`config.mk`:
```
export PLATFORM = sky130hd
export DESIGN_NAME = aes_enc_scheduler_flat
export DESIGN_NICKNAME = d
export VERILOG_FILES = /design/src/rtl/aes_ctrl_pkg.sv /design/src/rtl/aes_enc_scheduler_if.sv /design/src/rtl/rr_arbiter.sv /design/src/rtl/aes_enc_scheduler.sv /design/src/flat_wrapper.sv
export SDC_FILE = /design/constraint.sdc
export NUM_CORES = 1
export LEC_CHECK = 0
export ABC_AREA = 1
export CAP_MARGIN = 5
export CORE_AREA = 5 5 396 398
export DETAILED_ROUTE_END_ITERATION = 8
export DIE_AREA = 0 0 401 403
export SYNTH_ARGS = -nofsm -noshare
export SYNTH_HDL_FRONTEND = slang
export SYNTH_SLANG_ARGS = --single-unit
```
`constraint.sdc`:
```
create_clock -name clk -period 4.3 [get_ports clk]
set_clock_uncertainty 0.2 [all_clocks]
set_input_delay 0.645 -clock clk [delete_from_list [all_inputs] [get_ports clk]]
set_output_delay 0.645 -clock clk [all_outputs]
set_load 0.005 [all_outputs]
```
`src/rtl/aes_ctrl_pkg.sv`:
```
// Purpose: shared types and widths for the AES encryption scheduler.
// Latency: n/a (declarations only).
// Backpressure: n/a.
package aes_ctrl_pkg;

    localparam int BLK_W = 128;

    typedef enum logic [2:0] {
        IDLE     = 3'd0,
        LOAD_KEY = 3'd1,
        START    = 3'd2,
        BUSY     = 3'd3,
        RESP     = 3'd4
    } sched_state_t;

endpackage

```
`src/rtl/aes_enc_scheduler_if.sv`:
```
// Purpose: requester-side bus of the AES scheduler (block requests in, ciphertext out).
// Latency: n/a (wiring only).
// Backpressure: req_valid/req_ready for requests, rsp_valid/rsp_ready for responses.
// Ports: req_valid/req_plain/req_key and rsp_ready driven by requesters (master);
//        req_ready/rsp_valid/rsp_cipher/rsp_err driven by the scheduler (slave).
interface aes_enc_scheduler_if #(
    parameter int NUM_REQ = 2,
    parameter int BLK_W   = 128
);

    logic [NUM_REQ-1:0]       req_valid;
    logic [NUM_REQ-1:0]       req_ready;
    logic [NUM_REQ*BLK_W-1:0] req_plain;
    logic [NUM_REQ*BLK_W-1:0] req_key;
    logic [NUM_REQ-1:0]       rsp_valid;
    logic [NUM_REQ-1:0]       rsp_ready;
    logic [BLK_W-1:0]         rsp_cipher;
    logic                     rsp_err;

    modport master (
        output req_valid, req_plain, req_key, rsp_ready,
        input  req_ready, rsp_valid, rsp_cipher, rsp_err
    );

    modport slave (
        input  req_valid, req_plain, req_key, rsp_ready,
        output req_ready, rsp_valid, rsp_cipher, rsp_err
    );

endinterface

```
`src/rtl/rr_arbiter.sv`:
```
// Purpose: round-robin pick of the first requesting index after the pointer, with wrap.
// Latency: combinational.
// Backpressure: none; the caller decides when the grant is consumed.
// Ports: i_req request vector, i_ptr last-granted index; o_gnt one-hot grant,
//        o_idx grant index, o_any at least one request present.
module rr_arbiter #(
    parameter  int N  = 2,
    localparam int IW = $clog2(N)
) (
    input  logic [N-1:0]  i_req,
    input  logic [IW-1:0] i_ptr,
    output logic [N-1:0]  o_gnt,
    output logic [IW-1:0] o_idx,
    output logic          o_any
);

    logic [IW-1:0] w_cand;

    always_comb begin
        o_gnt  = '0;
        o_idx  = '0;
        o_any  = 1'b0;
        w_cand = '0;
        // Scan ptr+1 .. ptr+N so the last-granted index has the lowest priority.
        for (int k = 1; k <= N; k++) begin
            w_cand = IW'((int'(i_ptr) + k) % N);
            if (!o_any && i_req[w_cand]) begin
                o_any         = 1'b1;
                o_gnt[w_cand] = 1'b1;
                o_idx         = w_cand;
            end
        end
    end

endmodule

```
`src/rtl/aes_enc_scheduler.sv`:
```
// Purpose: shares one AES encryption core + key expansion among NUM_REQ requesters.
// Latency: accept to rsp_valid = 2 + Tcore (same key) or 3 + Tcore (key reload).
// Backpressure: one block in flight; no new grant until the response handshake completes.
// Ports: clk/reset_n; bus (requester side, slave modport); core_* and key_out/set_new_key
//        toward the encryption and key_expansion units.
module aes_enc_scheduler #(
    parameter int NUM_REQ     = 2,
    parameter int BLK_W       = aes_ctrl_pkg::BLK_W,
    parameter int TIMEOUT_CYC = 64
) (
    input  logic               clk,
    input  logic               reset_n,
    aes_enc_scheduler_if.slave bus,
    output logic [BLK_W-1:0]   core_plain_text,
    output logic               core_start,
    input  logic               core_ready_enc,
    input  logic               core_done_enc,
    input  logic [BLK_W-1:0]   core_cipher_text,
    output logic [BLK_W-1:0]   key_out,
    output logic               set_new_key
);

    import aes_ctrl_pkg::*;

    localparam int IDX_W = $clog2(NUM_REQ);
    localparam int TMR_W = $clog2(TIMEOUT_CYC) + 1;

    sched_state_t        r_state;
    logic [IDX_W-1:0]    r_ptr;
    logic [IDX_W-1:0]    r_gnt_idx;
    logic                r_key_loaded;
    logic [TMR_W-1:0]    r_timer;
    logic                r_done_q;
    logic [BLK_W-1:0]    r_plain;
    logic [BLK_W-1:0]    r_key;
    logic                r_set_key;
    logic                r_start;
    logic [NUM_REQ-1:0]  r_rsp_valid;
    logic [BLK_W-1:0]    r_rsp_cipher;
    logic                r_rsp_err;

    logic [NUM_REQ-1:0]  w_gnt;
    logic [IDX_W-1:0]    w_idx;
    logic                w_any;
    logic [BLK_W-1:0]    w_plain_sel;
    logic [BLK_W-1:0]    w_key_sel;
    logic                w_done_edge;
    logic [TMR_W-1:0]    w_timer_inc;
    logic                w_unused_ready;

    rr_arbiter #(.N(NUM_REQ)) u_arb (
        .i_req (bus.req_valid),
        .i_ptr (r_ptr),
        .o_gnt (w_gnt),
        .o_idx (w_idx),
        .o_any (w_any)
    );

    assign w_plain_sel = bus.req_plain[w_idx*BLK_W +: BLK_W];
    assign w_key_sel   = bus.req_key[w_idx*BLK_W +: BLK_W];
    assign w_done_edge = core_done_enc & ~r_done_q;
    assign w_timer_inc = (&r_timer) ? r_timer : r_timer + 1'b1;

    // The core owns stall behaviour; start is issued regardless of ready_enc.
    assign w_unused_ready = core_ready_enc;

    // Accept is a same-cycle decode of the grant so the request data is
    // captured on the very edge the requester sees ready.
    assign bus.req_ready  = (r_state == IDLE) ? w_gnt : '0;
    assign bus.rsp_valid  = r_rsp_valid;
    assign bus.rsp_cipher = r_rsp_cipher;
    assign bus.rsp_err    = r_rsp_err;

    assign core_plain_text = r_plain;
    assign core_start      = r_start;
    assign key_out         = r_key;
    assign set_new_key     = r_set_key;

    always_ff @(posedge clk or negedge reset_n) begin
        if (!reset_n) begin
            r_state      <= IDLE;
            r_ptr        <= IDX_W'(NUM_REQ - 1);
            r_gnt_idx    <= '0;
            r_key_loaded <= 1'b0;
            r_timer      <= '0;
            r_done_q     <= 1'b0;
            r_plain      <= '0;
            r_key        <= '0;
            r_set_key    <= 1'b0;
            r_start      <= 1'b0;
            r_rsp_valid  <= '0;
            r_rsp_cipher <= '0;
            r_rsp_err    <= 1'b0;
        end else begin
            r_done_q <= core_done_enc;
            case (r_state)
                IDLE: begin
                    // Timer reads 0 in the START cycle, so in BUSY it equals
                    // the number of cycles since core_start.
                    r_timer <= '0;
                    if (w_any) begin
                        r_gnt_idx <= w_idx;
                        r_ptr     <= w_idx;
                        r_plain   <= w_plain_sel;
                        if (!r_key_loaded || (w_key_sel != r_key)) begin
                            // key_out only moves as LOAD_KEY begins.
                            r_key     <= w_key_sel;
                            r_set_key <= 1'b1;
                            r_state   <= LOAD_KEY;
                        end else begin
                            r_start <= 1'b1;
                            r_state <= START;
                        end
                    end
                end
                LOAD_KEY: begin
                    r_set_key    <= 1'b0;
                    r_key_loaded <= 1'b1;
                    r_start      <= 1'b1;
                    r_state      <= START;
                end
                START: begin
                    r_start <= 1'b0;
                    r_timer <= w_timer_inc;
                    r_state <= BUSY;
                end
                BUSY: begin
                    r_timer <= w_timer_inc;
                    if (w_done_edge) begin
                        r_rsp_cipher <= core_cipher_text;
                        r_rsp_err    <= 1'b0;
                        r_rsp_valid  <= NUM_REQ'(1) << r_gnt_idx;
                        r_state      <= RESP;
                    end else if (r_timer == TMR_W'(TIMEOUT_CYC - 1)) begin
                        // Core state is unknown after a hang: force a key reload.
                        r_rsp_cipher <= '0;
                        r_rsp_err    <= 1'b1;
                        r_key_loaded <= 1'b0;
                        r_rsp_valid  <= NUM_REQ'(1) << r_gnt_idx;
                        r_state      <= RESP;
                    end
                end
                RESP: begin
                    if (bus.rsp_ready[r_gnt_idx]) begin
                        r_rsp_valid <= '0;
                        r_rsp_err   <= 1'b0;
                        r_state     <= IDLE;
                    end
                end
                default: r_state <= IDLE;
            endcase
        end
    end

endmodule

```
`src/flat_wrapper.sv`:
```
// flat-port wrapper written by rule: the top's interface ports become plain ports
module aes_enc_scheduler_flat import aes_ctrl_pkg::*;
#(
    parameter int NUM_REQ     = 2,
    parameter int BLK_W       = aes_ctrl_pkg::BLK_W,
    parameter int TIMEOUT_CYC = 64
)
  (clk, reset_n, core_plain_text, core_start, core_ready_enc, core_done_enc, core_cipher_text, key_out, set_new_key, bus_req_valid, bus_req_plain, bus_req_key, bus_rsp_ready, bus_req_ready, bus_rsp_valid, bus_rsp_cipher, bus_rsp_err);
  aes_enc_scheduler_if #(.NUM_REQ(NUM_REQ), .BLK_W(BLK_W)) bus_i ();
  input  logic clk;
  input  logic reset_n;
  output logic [BLK_W-1:0] core_plain_text;
  output logic core_start;
  input  logic core_ready_enc;
  input  logic core_done_enc;
  input  logic [BLK_W-1:0] core_cipher_text;
  output logic [BLK_W-1:0] key_out;
  output logic set_new_key;
  input wire logic [$bits(bus_i.req_valid)-1:0] bus_req_valid;
  input wire logic [$bits(bus_i.req_plain)-1:0] bus_req_plain;
  input wire logic [$bits(bus_i.req_key)-1:0] bus_req_key;
  input wire logic [$bits(bus_i.rsp_ready)-1:0] bus_rsp_ready;
  output wire logic [$bits(bus_i.req_ready)-1:0] bus_req_ready;
  output wire logic [$bits(bus_i.rsp_valid)-1:0] bus_rsp_valid;
  output wire logic [$bits(bus_i.rsp_cipher)-1:0] bus_rsp_cipher;
  output wire logic [$bits(bus_i.rsp_err)-1:0] bus_rsp_err;
  assign bus_i.req_valid = bus_req_valid;
  assign bus_i.req_plain = bus_req_plain;
  assign bus_i.req_key = bus_req_key;
  assign bus_i.rsp_ready = bus_rsp_ready;
  assign bus_req_ready = bus_i.req_ready;
  assign bus_rsp_valid = bus_i.rsp_valid;
  assign bus_rsp_cipher = bus_i.rsp_cipher;
  assign bus_rsp_err = bus_i.rsp_err;
  aes_enc_scheduler #(.NUM_REQ(NUM_REQ), .BLK_W(BLK_W), .TIMEOUT_CYC(TIMEOUT_CYC)) u_core (.clk(clk), .reset_n(reset_n), .bus(bus_i), .core_plain_text(core_plain_text), .core_start(core_start), .core_ready_enc(core_ready_enc), .core_done_enc(core_done_enc), .core_cipher_text(core_cipher_text), .key_out(key_out), .set_new_key(set_new_key));
endmodule
```
* Yosys cells after proc, flatten, opt, wreduce, memory -nomap -nowiden
Index checks and enable logic that the tools add are counted.
Storage, ports and cells: logic and storage cells 109, register bits after elaboration 403, input bits 648
Operators by class: bitwise logic cells 3, reductions and logical operators 24, magnitude comparators 5, shift-type cells 3, equal/unequal tests 14, multiplexer cells 44, add/subtract/negate cells 3
Operators by type and width (count):
- $shiftx 256x9->128 | 2
- $mux 128 | 2
- $ne 128x128->1 | 1
- $mux 1 | 21
- $reduce_and 3->1 | 6
- $pmux 3 s5 | 1
- $mux 2 | 7
- $pmux 7 s2 | 1
- $mux 3 | 4
- $ne 2x2->1 const B | 5
- $reduce_bool 2->1 | 5
- $add 7x1->7 const B | 1
- $eq 7x6->1 const B | 1
- $mux 7 | 1
- $reduce_and 7->1 | 1
- $eq 3x2->1 const B | 2
- $lt 1x2->1 const B | 3
- $pmux 1 s2 | 3
- $reduce_and 2->1 | 3
- $ne 2x1->1 const B | 2
- $pmux 2 s2 | 1
- $eq 3x1->1 const B | 1
- $eq 3x3->1 const B | 1
- $logic_and 1x1->1 | 3
- 14 further kinds | 18

* Logic depth before layout (Yosys ltp)
word-level depth 13, depth in mapped cells 21

* Modules after synthesis
Synthesis repeated with hierarchy kept, for this count alone.
Unflattened totals: cell total of the unflattened synthesis 3044, area, all modules 21544.4 um^2
By module, submodules not included:
- aes_enc_scheduler | cells each 3037, area an instance 21513.1 um^2, sequential area each 10085.9 um^2, instances 1
- rr_arbiter | cells each 7, area an instance 31.3 um^2, sequential area each 0.0 um^2, instances 1

* Worst setup path after synthesis
No wires, ideal clock.
kind input-to-reg, start point input bus_req_valid[1], end point register u_core.r_key[117] (netlist: u_core.key_out[117]), path slack 1.482 ns, cell stages on the path 16, arrival 2.501 ns, data required time 3.983 ns, library setup time 0.117 ns, cells stage by stage buf_2 -> buf_2 -> clkbuf_1 -> nand3_1 -> nand3_1 -> nand2_1 -> nor2_1 -> nand2_1 -> nor3_1 -> nand3_1 -> nor2_1 -> nand2_1 -> buf_2 -> buf_2 -> nand4_1 -> nand2_1
On the way: word-level cells in the longest chain between the ends 10
Ends and longest elaborated chain:
- from (decl) | line flat_wrapper.sv:19 | input wire logic [$bits(bus_i.req_valid)-1:0] bus_req_valid;
- $mux 1 (implied by the code) (2 in series) | line rr_arbiter.sv:27 | if (!o_any && i_req[w_cand]) begin
- $mux 1 | line rr_arbiter.sv:27
- $logic_not 1->1 | line rr_arbiter.sv:27
- $logic_and 1x1->1 | line rr_arbiter.sv:27
- $mux 1 | line rr_arbiter.sv:27
- $shiftx 256x9->128 | line aes_enc_scheduler.sv:60 | assign w_key_sel = bus.req_key[w_idx*BLK_W +: BLK_W];
- $ne 128x128->1 | line aes_enc_scheduler.sv:105 | if (!r_key_loaded || (w_key_sel != r_key)) begin
- $logic_or 1x1->1 | line aes_enc_scheduler.sv:105
- $reduce_and 3->1 (no source line)
- to (signal assigned) | line aes_enc_scheduler.sv:107 | r_key <= w_key_sel;
- to (decl) | line aes_enc_scheduler.sv:35 | logic [BLK_W-1:0] r_key;
Parallel ways exist; a longest one is shown, timed or not. The select of a mux whose other input is x is not followed. A chain may end at the register's enable or synchronous reset.

* Worst setup path after layout
start point register u_core.r_ptr, end point register u_core.r_key[43] (netlist: u_core.key_out[43])
On the way: word-level cells in the longest chain between the ends 11
Ends and longest elaborated chain:
- from (decl) | line aes_enc_scheduler.sv:29 | logic [IDX_W-1:0] r_ptr;
- from (signal assigned) | line aes_enc_scheduler.sv:82 | r_ptr <= IDX_W'(NUM_REQ - 1);
- from (signal assigned) | line aes_enc_scheduler.sv:103 | r_ptr <= w_idx;
- $add 1x1->1 | line rr_arbiter.sv:26 | w_cand = IW'((int'(i_ptr) + k) % N);
- $mux 1 (implied by the code) (2 in series) | line rr_arbiter.sv:27
- $mux 1 | line rr_arbiter.sv:27
- $logic_not 1->1 | line rr_arbiter.sv:27
- $logic_and 1x1->1 | line rr_arbiter.sv:27
- $mux 1 | line rr_arbiter.sv:27
- $shiftx 256x9->128 | line aes_enc_scheduler.sv:60
- $ne 128x128->1 | line aes_enc_scheduler.sv:105
- $logic_or 1x1->1 | line aes_enc_scheduler.sv:105
- $reduce_and 3->1 (no source line)
Parallel ways exist; a longest one is shown, timed or not. The select of a mux whose other input is x is not followed.

==> metrics.md <==
| Metric | Value |
|---|---|
| CP Max Fanout | `57` |
| First-pass GRT wire length | `between 200000 and 250000 um` |
| # nets final | `4680` |
| Fmax | `~0.26 GHz` |
| Crit. End Element | `flip-flop` |
| DRT iter0 DRCs | `~2.2k` |
| Layout cells sized above 1 | `0.04883` |
| Syn_nets | `between 3k and 4k` |
| Core Footprint | `153000 um^2` |
| Avg Inst Size Synth | `7.284 um^2` |
| Setup Fix Bufs, Post-CTS | `0` |
| Port buffer count | `1037` |
| Avg Vias per Cell | `4.270` |
| Rows | `144` |
| Setup ws final | `0.5226 ns` |
| TritonRoute pass-1 iters | `6` |
| Area leader, netlist | `dfrtp_1` |
| Via count | `26.17k` |
| Pleak | `around 17 nW` |
| Final setup viols | `0` |
| Placed cell areas | `35460 um^2` |
| DRC viols | `0` |
| Max Cap Viol | `0` |
| Die width | `401 um` |
| Slew Viols, Final | `0` |
| P&R area growth vs syn | `68.46%` |
| Mux cell area share after synthesis | `0` |
| Setup WS pre-CTS | `-0.1748 ns` |
| Hold Fails Final Rpt | `0` |
| Root Buffer | `clkbuf_16` |
| Largest net degree at the start of global routing | `134` |
| Worst slew margin | `0.2302` |
| Crit path time final | `3.777 ns` |
| Chip Height | `403 um` |
| CTS Buf Count | `between 50 and 60` |
| Antenna-violating nets left | `0` |
| WP data arrival | `4.12 ns` |
| Post-cts resize count | `0` |
| Worst-path clk slew | `about 0.070 ns` |
| WL final | `~160000 um` |
| Register area | `just over 10000 um^2` |
| Synth Area in Compound Gates | `0.09234` |
| Pwr Density | `679.9 nW/um^2` |
| Cell count after synthesis | `3047` |
| Design area | `between 30000 and 40000 um^2` |
| GRT Resource Usage Total | `0.1872` |
| I/O pin cnt | `around 1.0k` |
| Initial antenna violation count | `38` |
| Main combinational cell family by area after synthesis | `simple AND/OR/NAND/NOR gates` |
| Post-synthesis simple-gate area fraction | `0.3733` |
| Post-cts hold buffer count | `1` |
| Adder-cell share of the synthesized area | `0.0005638` |
| TritonCTS clock tree | `yes` |
| Sequential share of the synthesized area | `0.4544` |
| Mapped Area | `between 20000 and 25000 um^2` |
| Multi-input gate area | `approximately 10000 um^2` |
| Vias in the first global route | `25.85k` |
| Number of buffers on the longest clock path | `3` |
| Maximum VDD drop | `0.5011 mV` |
| Fill count | `16.64k` |
| Worst-margin pin slew | `1.155 ns` |
| Period utilization | `0.8785` |
| Synth Register Bits | `403` |
| Routed len/inst | `25.94 um` |
| Grt total ovfl | `0` |
| Die area | `161600 um^2` |
| Yosys top cell area share | `0.4533` |
| Initial core utilization | `0.1451` |
| H-tree lvl count | `2` |
| Distinct cells, synth | `26` |
| Outcome | `complete, no violations` |
| Clk_lat worst skew | `0.65 ns` |
| Synth top area cells | `dfrtp_1, nand2_1, nand3_1` |
| Sink Count | `403` |
| Worst setup SP type | `flip-flop` |
| Synthesis warning total | `0` |
| Gpl congestion | `0.9236` |
| Req. time, crit path | `~4.7 ns` |
| HPWL after DPL | `129600 um` |
| Critical path class | `flip-flop to flip-flop` |
| Synth Area in XOR/XNOR | `0.001184` |
| RSZ-0062 raised after global routing | `false` |
| Class of the worst hold path | `input pin to flip-flop` |
-- cell usage after synthesis --
| library cell | n |
|---|---|
| a21oi_1 | 4 |
| a22o_1 | 128 |
| a31oi_1 | 130 |
| and3_1 | 1 |
| buf_1 | 17 |
| buf_2 | 45 |
| buf_4 | 16 |
| clkbuf_1 | 126 |
| clkinv_1 | 1 |
| dfrtp_1 | 402 |
| dfstp_2 | 1 |
| ha_1 | 1 |
| inv_1 | 226 |
| nand2_1 | 1039 |
| nand2_2 | 1 |
| nand3_1 | 425 |
| nand3_2 | 1 |
| nand3b_1 | 30 |
| nand4_1 | 150 |
| nor2_1 | 272 |
| nor2b_1 | 1 |
| nor3_1 | 9 |
| o21a_1 | 2 |
| o21ai_0 | 16 |
| xnor2_1 | 2 |
| xor2_1 | 1 |
-- power by group --
| group | switching [W] | internal [W] |
|---|---|---|
| Clock | 0.00199 | 0.00292 |
| Sequential | 0.00137 | 0.00554 |
| Combinational | 0.00777 | 0.00582 |
-- layout by cell type (no fill, tap or decap), types with 52 or more instances in the layout --
cell type / synthesis / layout
a22o_1: 128 / 128
clkbuf_16: 0 / 52
inv_1: 226 / 226
a31oi_1: 130 / 130
clkdlybuf4s50_1: 0 / 1034
nand3_1: 425 / 424
nand2_1: 1039 / 1036
dfrtp_1: 402 / 402
nor2_1: 272 / 270
buf_4: 16 / 65
nand4_1: 150 / 150
-- registers in the layout, summed over array words and instances, names as in the netlist --
| signal | flops |
|---|---|
| u_core.r_gnt_idx | 1 |
| u_core.r_state | 3 |
| u_core.core_plain_text | 128 |
| u_core.key_out | 128 |
| u_core.core_start | 1 |
| u_core.r_key_loaded | 1 |
| u_core.r_timer | 7 |
| u_core.r_done_q | 1 |
| u_core.set_new_key | 1 |
| u_core.bus.rsp_cipher | 128 |
| u_core.bus.rsp_valid | 2 |
| u_core.bus.rsp_err | 1 |
| u_core.r_ptr | 1 |
-- critical path, cell delays in order, from the launching register on --
cell and delay (ns):
dfstp_2 0.64, nand2_8 0.08, nand2_4 0.18, buf_12 0.29, buf_4 0.28, nand2_1 0.09
nand3_1 0.18, and3_1 0.20, nand2_1 0.06, nor2_1 0.11, nand3_1 0.13, nor2_1 0.26
buf_4 0.19, nand2_4 0.07, nand3_4 0.26, buf_4 0.30, nand2_1 0.08, nand2_1 0.06
-- metal layers --
metal,wire [um],up-vias,GRT usage
li1,-,12130,-
met1,59950,12600,0.2126
met2,75990,1231,0.3172
met3,18020,187,0.08485
met4,4862,20,0.05263
met5,132,-,0
-- layout make-up --
class,instances,share of cell area
clock inverters,27,0.01118
clock buffers,71,0.03966
well taps,2044,0.06840
flip-flops and latches,403,0.2698
multi-input cells,2213,0.2794
diodes,8,0.0005355
repair buffers,1134,0.3081
inverters,227,0.02299
-- final timing paths --
| path | from | to | slack, ns | cells past startpoint |
|---|---|---|---|---|
| max in group asynchronous | reset_n | u_core.bus.rsp_cipher[4] | 2.45 | 3 |
| worst min-delay path | core_done_enc | u_core.r_done_q | 0.27 | 1 |
| min in group asynchronous | reset_n | u_core.key_out[56] | 0.41 | 2 |
| worst min register to register | u_core.r_timer[5] | u_core.r_timer[5] | 0.27 | 1 |
| worst max-delay path | u_core.r_ptr | u_core.key_out[43] | 0.52 | 17 |
| worst max register to register | u_core.r_ptr | u_core.key_out[43] | 0.52 | 17 |
-- stage by stage --
step	TNS, ns	power (W)	utilization	cells	hold slack (ns)
after global routing	0	0.02712	0.2444	6124	0.2307
after CTS	0	0.02589	0.2443	6119	0.1892
after floorplan	0	0.01201	-	3047	0.1494
final	0	0.02542	0.2444	6127	0.2651
after detailed placement	-15.25	0.02077	0.2318	6020	0.2521
after global placement	-12.98	0.02071	0.2318	6020	0.2499
-- cells by family after synthesis --
family	Yosys count
AOI/OAI and AO/OA	280
xor gates and xnor gates	3
adders and majority gates	1
buffers and inverters	431
DFF	403
and+or+nand+nor	1929
Note: power is estimated with default switching activity, not from simulation.
